==> config.mk <==
export PLATFORM = sky130hd
export DESIGN_NAME = data_mem_loader
export DESIGN_NICKNAME = d
export VERILOG_FILES = /design/src/rtl/hw_config_pkg.sv /design/src/rtl/mem_word_fifo.sv /design/src/rtl/data_mem_loader.sv
export SDC_FILE = /design/constraint.sdc
export NUM_CORES = 1
export LEC_CHECK = 0
export ABC_CLOCK_PERIOD_IN_PS = 4530
export CAP_MARGIN = 5
export CORE_MARGIN = 3
export CORE_UTILIZATION = 30
export DETAILED_ROUTE_END_ITERATION = 8
export SKIP_CTS_REPAIR_TIMING = 1
export SYNTH_ARGS = -nofsm -noshare
export SYNTH_HDL_FRONTEND = slang
export SYNTH_SLANG_ARGS = --single-unit
==> constraint.sdc <==
create_clock -name clk -period 4.53 [get_ports clk]
set_input_delay 1.359 -clock clk [delete_from_list [all_inputs] [get_ports clk]]
set_output_delay 1.359 -clock clk [all_outputs]
set_load 0.01 [all_outputs]
==> src/rtl/hw_config_pkg.sv <==
// hw_config_pkg: shared hardware configuration for the data-memory side.
//   mem_word_t          - one data-memory row, N_BANKS lanes of BIT_L bits
//   mem_addr_t          - data-memory row address
//   DATA_MEM_*          - data-memory geometry and fixed read latency
//   LOADER_FIFO_DEPTH   - default return-buffer depth of data_mem_loader
//   loader_state_t      - data_mem_loader control states
package hw_config_pkg;

  localparam int BIT_L               = 8;
  localparam int N_BANKS             = 4;
  localparam int DATA_MEM_ADDR_L     = 8;
  localparam int DATA_MEM_RD_LATENCY = 2;
  localparam int LOADER_FIFO_DEPTH   = 4;

  typedef logic [N_BANKS-1:0][BIT_L-1:0] mem_word_t;
  typedef logic [DATA_MEM_ADDR_L-1:0]    mem_addr_t;

  typedef enum logic [1:0] {
    IDLE  = 2'd0,
    ISSUE = 2'd1,
    DRAIN = 2'd2,
    FIN   = 2'd3
  } loader_state_t;

endpackage

==> src/rtl/mem_word_fifo.sv <==
// mem_word_fifo: synchronous FIFO of mem_word_t rows with registered head.
//   clk, rst   - clock, asynchronous active-high reset (control only)
//   i_push     - write i_wr_data (dropped if full and not popping)
//   i_wr_data  - row to write
//   i_pop      - consume the head row (ignored when empty)
//   o_vld      - head row valid (registered)
//   o_data     - head row (registered, not reset)
//   o_count    - rows currently held
module mem_word_fifo
  import hw_config_pkg::*;
#(
  parameter  int DEPTH = 4,
  localparam int CNT_W = $clog2(DEPTH + 1)
) (
  input  logic             clk,
  input  logic             rst,
  input  logic             i_push,
  input  mem_word_t        i_wr_data,
  input  logic             i_pop,
  output logic             o_vld,
  output mem_word_t        o_data,
  output logic [CNT_W-1:0] o_count
);

  localparam int PTR_W = (DEPTH > 1) ? $clog2(DEPTH) : 1;

  mem_word_t        r_mem [DEPTH];
  logic [PTR_W-1:0] r_rd_ptr, r_wr_ptr;
  logic [CNT_W-1:0] r_count;
  logic             r_vld;
  mem_word_t        r_data;

  logic             w_pop, w_push;
  logic [PTR_W-1:0] w_rd_ptr_n;
  logic [CNT_W-1:0] w_cnt_after_pop, w_count_n;
  mem_word_t        w_head_n;

  function automatic logic [PTR_W-1:0] ptr_inc(input logic [PTR_W-1:0] p);
    ptr_inc = (p == PTR_W'(DEPTH - 1)) ? '0 : p + PTR_W'(1);
  endfunction

  assign w_pop           = i_pop & r_vld;
  assign w_push          = i_push & ((r_count < CNT_W'(DEPTH)) | w_pop);
  assign w_rd_ptr_n      = w_pop ? ptr_inc(r_rd_ptr) : r_rd_ptr;
  assign w_cnt_after_pop = r_count - CNT_W'(w_pop);
  assign w_count_n       = w_cnt_after_pop + CNT_W'(w_push);
  // When nothing older survives the pop, the incoming row becomes the head
  // directly; otherwise the next stored row does.
  assign w_head_n        = (w_cnt_after_pop == '0) ? i_wr_data : r_mem[w_rd_ptr_n];

  always_ff @(posedge clk or posedge rst) begin
    if (rst) begin
      r_rd_ptr <= '0;
      r_wr_ptr <= '0;
      r_count  <= '0;
      r_vld    <= 1'b0;
    end else begin
      r_rd_ptr <= w_rd_ptr_n;
      if (w_push) r_wr_ptr <= ptr_inc(r_wr_ptr);
      r_count  <= w_count_n;
      r_vld    <= (w_count_n != '0);
    end
  end

  always_ff @(posedge clk) begin
    if (w_push) r_mem[r_wr_ptr] <= i_wr_data;
    if (w_count_n != '0) r_data <= w_head_n;
  end

  assign o_vld   = r_vld;
  assign o_data  = r_data;
  assign o_count = r_count;

endmodule

==> src/rtl/data_mem_loader.sv <==
// data_mem_loader: streams n_rows consecutive data-memory rows starting at
// base_addr to the register-bank write stage, with flow control.
//   clk, rst                - clock, asynchronous active-high reset
//   start, base_addr, n_rows- block load request (taken only in IDLE)
//   busy, done              - not-IDLE flag, one-cycle completion pulse
//   mem_rd_en, mem_rd_addr  - data-memory read port (data RD_LAT cycles later)
//   mem_rd_data             - data-memory read data
//   out_vld/out_rdy         - row handshake to the write stage
//   out_data, out_idx       - row data (lane b -> bank b), row offset
module data_mem_loader
  import hw_config_pkg::*;
#(
  parameter int ADDR_L     = DATA_MEM_ADDR_L,
  parameter int RD_LAT     = DATA_MEM_RD_LATENCY,
  parameter int FIFO_DEPTH = LOADER_FIFO_DEPTH
) (
  input  logic              clk,
  input  logic              rst,
  input  logic              start,
  input  logic [ADDR_L-1:0] base_addr,
  input  logic [ADDR_L:0]   n_rows,
  output logic              busy,
  output logic              done,
  output logic              mem_rd_en,
  output logic [ADDR_L-1:0] mem_rd_addr,
  input  mem_word_t         mem_rd_data,
  output logic              out_vld,
  input  logic              out_rdy,
  output mem_word_t         out_data,
  output logic [ADDR_L-1:0] out_idx
);

  localparam int CNT_W = $clog2(FIFO_DEPTH + 1);
  localparam int OCC_W = $clog2(FIFO_DEPTH + RD_LAT + 1) + 1;
  localparam logic [ADDR_L:0] ROW_ONE = {{ADDR_L{1'b0}}, 1'b1};

  logic              r_start_p0;
  logic [ADDR_L-1:0] r_base_p0;
  logic [ADDR_L:0]   r_nrows_p0;

  loader_state_t     r_state, w_state_n;
  logic [ADDR_L-1:0] r_base;
  logic [ADDR_L:0]   r_nrows, r_issued, r_accepted;
  logic [RD_LAT-1:0] r_inflight;

  logic              w_pop, w_room, w_rd_en, w_done;
  logic [CNT_W-1:0]  w_fifo_count;
  logic [OCC_W-1:0]  w_occ;

  function automatic logic [OCC_W-1:0] popcnt(input logic [RD_LAT-1:0] v);
    popcnt = '0;
    for (int i = 0; i < RD_LAT; i++) popcnt = popcnt + OCC_W'(v[i]);
  endfunction

  // ---- p0: request capture ----
  always_ff @(posedge clk or posedge rst) begin
    if (rst) r_start_p0 <= 1'b0;
    else     r_start_p0 <= start;
  end

  always_ff @(posedge clk) begin
    r_base_p0  <= base_addr;
    r_nrows_p0 <= n_rows;
  end

  // ---- p1: read issue control ----
  assign w_pop  = out_vld & out_rdy;
  // Every issued read owns a FIFO slot from issue until its row is accepted.
  assign w_occ  = OCC_W'(w_fifo_count) + popcnt(r_inflight) - OCC_W'(w_pop);
  assign w_room = (w_occ < OCC_W'(FIFO_DEPTH));

  always_comb begin
    w_state_n = r_state;
    w_rd_en   = 1'b0;
    w_done    = 1'b0;
    unique case (r_state)
      IDLE: begin
        if (r_start_p0) w_state_n = (r_nrows_p0 == '0) ? FIN : ISSUE;
      end
      ISSUE: begin
        if (w_room) begin
          w_rd_en = 1'b1;
          if (r_issued + ROW_ONE == r_nrows) w_state_n = DRAIN;
        end
      end
      DRAIN: begin
        if (w_pop && (r_accepted + ROW_ONE == r_nrows)) w_state_n = FIN;
      end
      FIN: begin
        w_done    = 1'b1;
        w_state_n = IDLE;
      end
      default: w_state_n = IDLE;
    endcase
  end

  always_ff @(posedge clk or posedge rst) begin
    if (rst) begin
      r_state    <= IDLE;
      r_base     <= '0;
      r_nrows    <= '0;
      r_issued   <= '0;
      r_accepted <= '0;
      r_inflight <= '0;
    end else begin
      r_state    <= w_state_n;
      r_inflight <= (r_inflight << 1) | RD_LAT'(w_rd_en);
      if (r_state == IDLE && r_start_p0) begin
        r_base     <= r_base_p0;
        r_nrows    <= r_nrows_p0;
        r_issued   <= '0;
        r_accepted <= '0;
      end
      if (w_rd_en) r_issued   <= r_issued + ROW_ONE;
      if (w_pop)   r_accepted <= r_accepted + ROW_ONE;
    end
  end

  // ---- p2: return buffer, row written as its in-flight bit emerges ----
  mem_word_fifo #(
    .DEPTH (FIFO_DEPTH)
  ) u_fifo (
    .clk       (clk),
    .rst       (rst),
    .i_push    (r_inflight[RD_LAT-1]),
    .i_wr_data (mem_rd_data),
    .i_pop     (out_rdy),
    .o_vld     (out_vld),
    .o_data    (out_data),
    .o_count   (w_fifo_count)
  );

  assign busy        = (r_state != IDLE);
  assign done        = w_done;
  assign mem_rd_en   = w_rd_en;
  assign mem_rd_addr = r_base + r_issued[ADDR_L-1:0];
  assign out_idx     = r_accepted[ADDR_L-1:0];

endmodule

==> flow_metrics.py <==
metrics = {
    "outcome": {
        "status": "completed",
    },
    "setup_path": {
        "worstSetupEndpointType": "output port",
        "r2r-start": "u_fifo.o_vld$_DFF_PP0_",
        "cp_slowest_cell": "ha_1",
        "crit_type": "input port to output port",
        "arrival_ns": 2.94,
        "crit_path_start_kind": "input port",
        "cp_top_family": "adder cells",
        "path_cells": "dlymetal6s2s_1 -> nand2_2 -> inv_2 -> ha_1 -> inv_1 -> ha_1 -> nand3_2 -> and4_4 -> o31ai_4 -> inv_2 -> buf_6",
        "critical_path.max_stage_delay_ns": 0.28,
        "critPathMaxFanout": 3,
        "crit_required_ns": 3.17,
        "cp-startpoint": "out_rdy",
        "path_buf_inv": 5,
    },
    "placed_design": {
        "io_buffers": 104,
        "hpwl_mm": 13.41,
        "gp_congestion": 0.7984,
        "dpl_cell_area_um2": 11200,
    },
    "global_routing": {
        "grt_pass1_wl_mm": 34.00,
        "grt_max_degree": 65,
        "antenna_found_initial": 1,
        "grt-ovfl-total": 0,
        "grt_pass1_vias": 6286,
        "grt_usage_pct": 12.43,
    },
    "sta": {
        "skew_ns": 0.01995,
        "maxSlewHeadroom_pct": 28.94,
        "worst_pin_slew_ns": 1.064,
        "fin_tns_setup_ns": 0,
        "rsz0062_at_grt": "no",
        "setup_viol": 0,
        "hold_viol_final": 0,
        "hold_slack_ns": 0.4158,
        "fin_crit_sh_pct": 94.80,
        "period_needed_ns": 4.294,
        "timing.fmax_mhz": 232.9,
        "maxSlewViolCount": 0,
    },
    "synthesis": {
        "synth_fp_nets": 901,
        "synth_edf_count": 160,
        "ys_warn_count": 0,
        "ys_seq_area_share_pct": 65.81,
        "synth_seq_cells": 225,
        "async_flop_share_pct": 21.33,
        "synth_top_area_share_pct": 49.82,
        "synth-main-ff-cell": "edfxtp_1",
        "synth_area_um2": 9643,
        "post_synth.cell_area_avg_um2": 11.76,
        "synth_cell_types": 52,
        "synth_area_leaders": "edfxtp_1, dfrtp_1, nand2_1",
        "yosys.area.top_type": "edfxtp_1",
        "syn_inst": 820,
    },
    "cts": {
        "cts_made_buffers": 26,
        "insertion_delay_ns": 0.53,
        "clock-sinks": 225,
        "h-tree-depth": 1,
        "root_buffer": "clkbuf_16",
        "cts_tree": "done",
        "cts.clk_slew.worst_paths_ns": 0.06,
        "clock_path_buffers": 3,
    },
    "cells_and_area": {
        "layout_commonest_cell": "nand2_1",
        "drive_above_1_share_pct": 11.29,
        "area_delta_synth_final_pct": 24.91,
        "fin_nets": 1010,
        "post-route-util_pct": 38.07,
        "fillers": 3015,
        "finalInstanceArea_um2": 12050,
        "layout_common_cells": "nand2_1, edfxtp_1, clkdlybuf4s50_1",
    },
    "pwr": {
        "vdd_drop_max_uv": 340.4,
        "power.total_mw": 8.026,
        "p_leak_nw": 4.579,
        "cellPowerDensity_nw_per_um2": 666.3,
    },
    "floorplanning": {
        "core_um2": 31640,
        "num_rows": 65,
        "pin_count": 105,
        "initial_utilization_pct": 30.48,
        "die_y_um": 185.3,
        "die_w_um": 185.3,
        "dieArea_um2": 34330,
    },
    "route": {
        "drc": 0,
        "dr_total_vias": 6303,
        "drt_pass1_iterations": 5,
        "ant_nets": 0,
        "drt_iter0_drc": 385,
        "viasPerCell": 4.665,
        "wl_per_cell_um": 15.80,
        "totalWireLength_mm": 21.35,
    },
    "job": {
        "cap_violations": 0,
    },
    "worst_hold_path": {
        "hold_path.class": "register to register",
        "min_from": "r_inflight[0]$_DFF_PP0_",
    },
}
-- layer usage --
| metal | wire length [um] | global-route usage (%) | part of all wire [%] |
|---|---|---|---|
| met5 | 0 | 0 | 0 |
| met4 | 460 | 3.421 | 2.2 |
| met3 | 1091 | 2.789 | 5.1 |
| met2 | 9938 | 20.06 | 47 |
| met1 | 9855 | 16.94 | 46 |
-- Yosys cell counts (all sizes together) (2+ instances only) --
cell,count
a22o,2
nand2b,5
o21bai,2
o41ai,5
ha,27
a31oi,2
nor4,3
xor2,10
nor3,6
o21ai,92
nor3b,2
inv,27
or3,2
mux2i,3
a21o,2
nand3,43
a22oi,2
mux2,17
a21oi,15
xnor2,22
dfrtp,48
nor2,14
edfxtp,160
nand4,5
clkbuf,27
buf,16
nand2,213
dfxtp,17
and4,2
and2,6
o31ai,7
and3,6
-- power by group --
group          leakage, nW  switching (mW)  internal, mW
Clock                0.389           0.845          1.12
Combinational         1.96            1.75          1.32
Sequential            2.23           0.263          2.73
-- area by class of cell --
class	count	area (um^2)	share of cell area (%)
multi-input combinational	524	3069	25.48
sequential	225	6347	52.70
inverter	28	105.1	0.8725
clock buffer	31	669.4	5.557
timing repair buffer	124	1220	10.13
clock inverter	16	128.9	1.070
antenna	1	2.502	0.02077
tap	402	503.0	4.176
-- flip-flops by register name, indices dropped and copies added (netlist names), 3 cells and up --
signal,cells
u_fifo.r_mem,128
u_fifo.o_data,32
r_issued,9
r_base,8
r_accepted,9
r_nrows_p0,9
u_fifo.o_count,3
r_base_p0,8
r_nrows,9
-- final timing paths --
path	endpoint	slack (ns)	depth (start not counted)
setup / recovery	mem_rd_en	0.24	11
hold / removal	r_inflight[1]$_DFF_PP0_	0.42	0
setup reg to reg	u_fifo.o_data[27]$_DFFE_PP_	1.88	10
hold reg to reg	r_inflight[1]$_DFF_PP0_	0.42	0
max in group asynchronous	r_issued[0]$_DFFE_PP0P_	2.38	2
min in group asynchronous	r_base[1]$_DFFE_PP0P_	1.43	2
-- cells by family after synthesis --
logic type | after synthesis | share of synthesized area [%]
buf+inv | 71 | 3.140
mux | 20 | 2.297
xor+xnor | 32 | 2.906
fa+ha+maj | 28 | 3.711
flops | 225 | 65.81
simple gates | 311 | 14.18
compound gates | 133 | 7.954
-- metrics by stage --
step,instances,setup slack (ns)
6_report,1351,0.2356
4_1_cts,1350,-0.5716
3_5_place_dp,1303,-0.5548
3_3_place_gp,1303,-0.5492
2_1_floorplan,820,0.1996
5_1_grt,1351,0.04010
No activity file was read; power rests on OpenSTA's default activity.
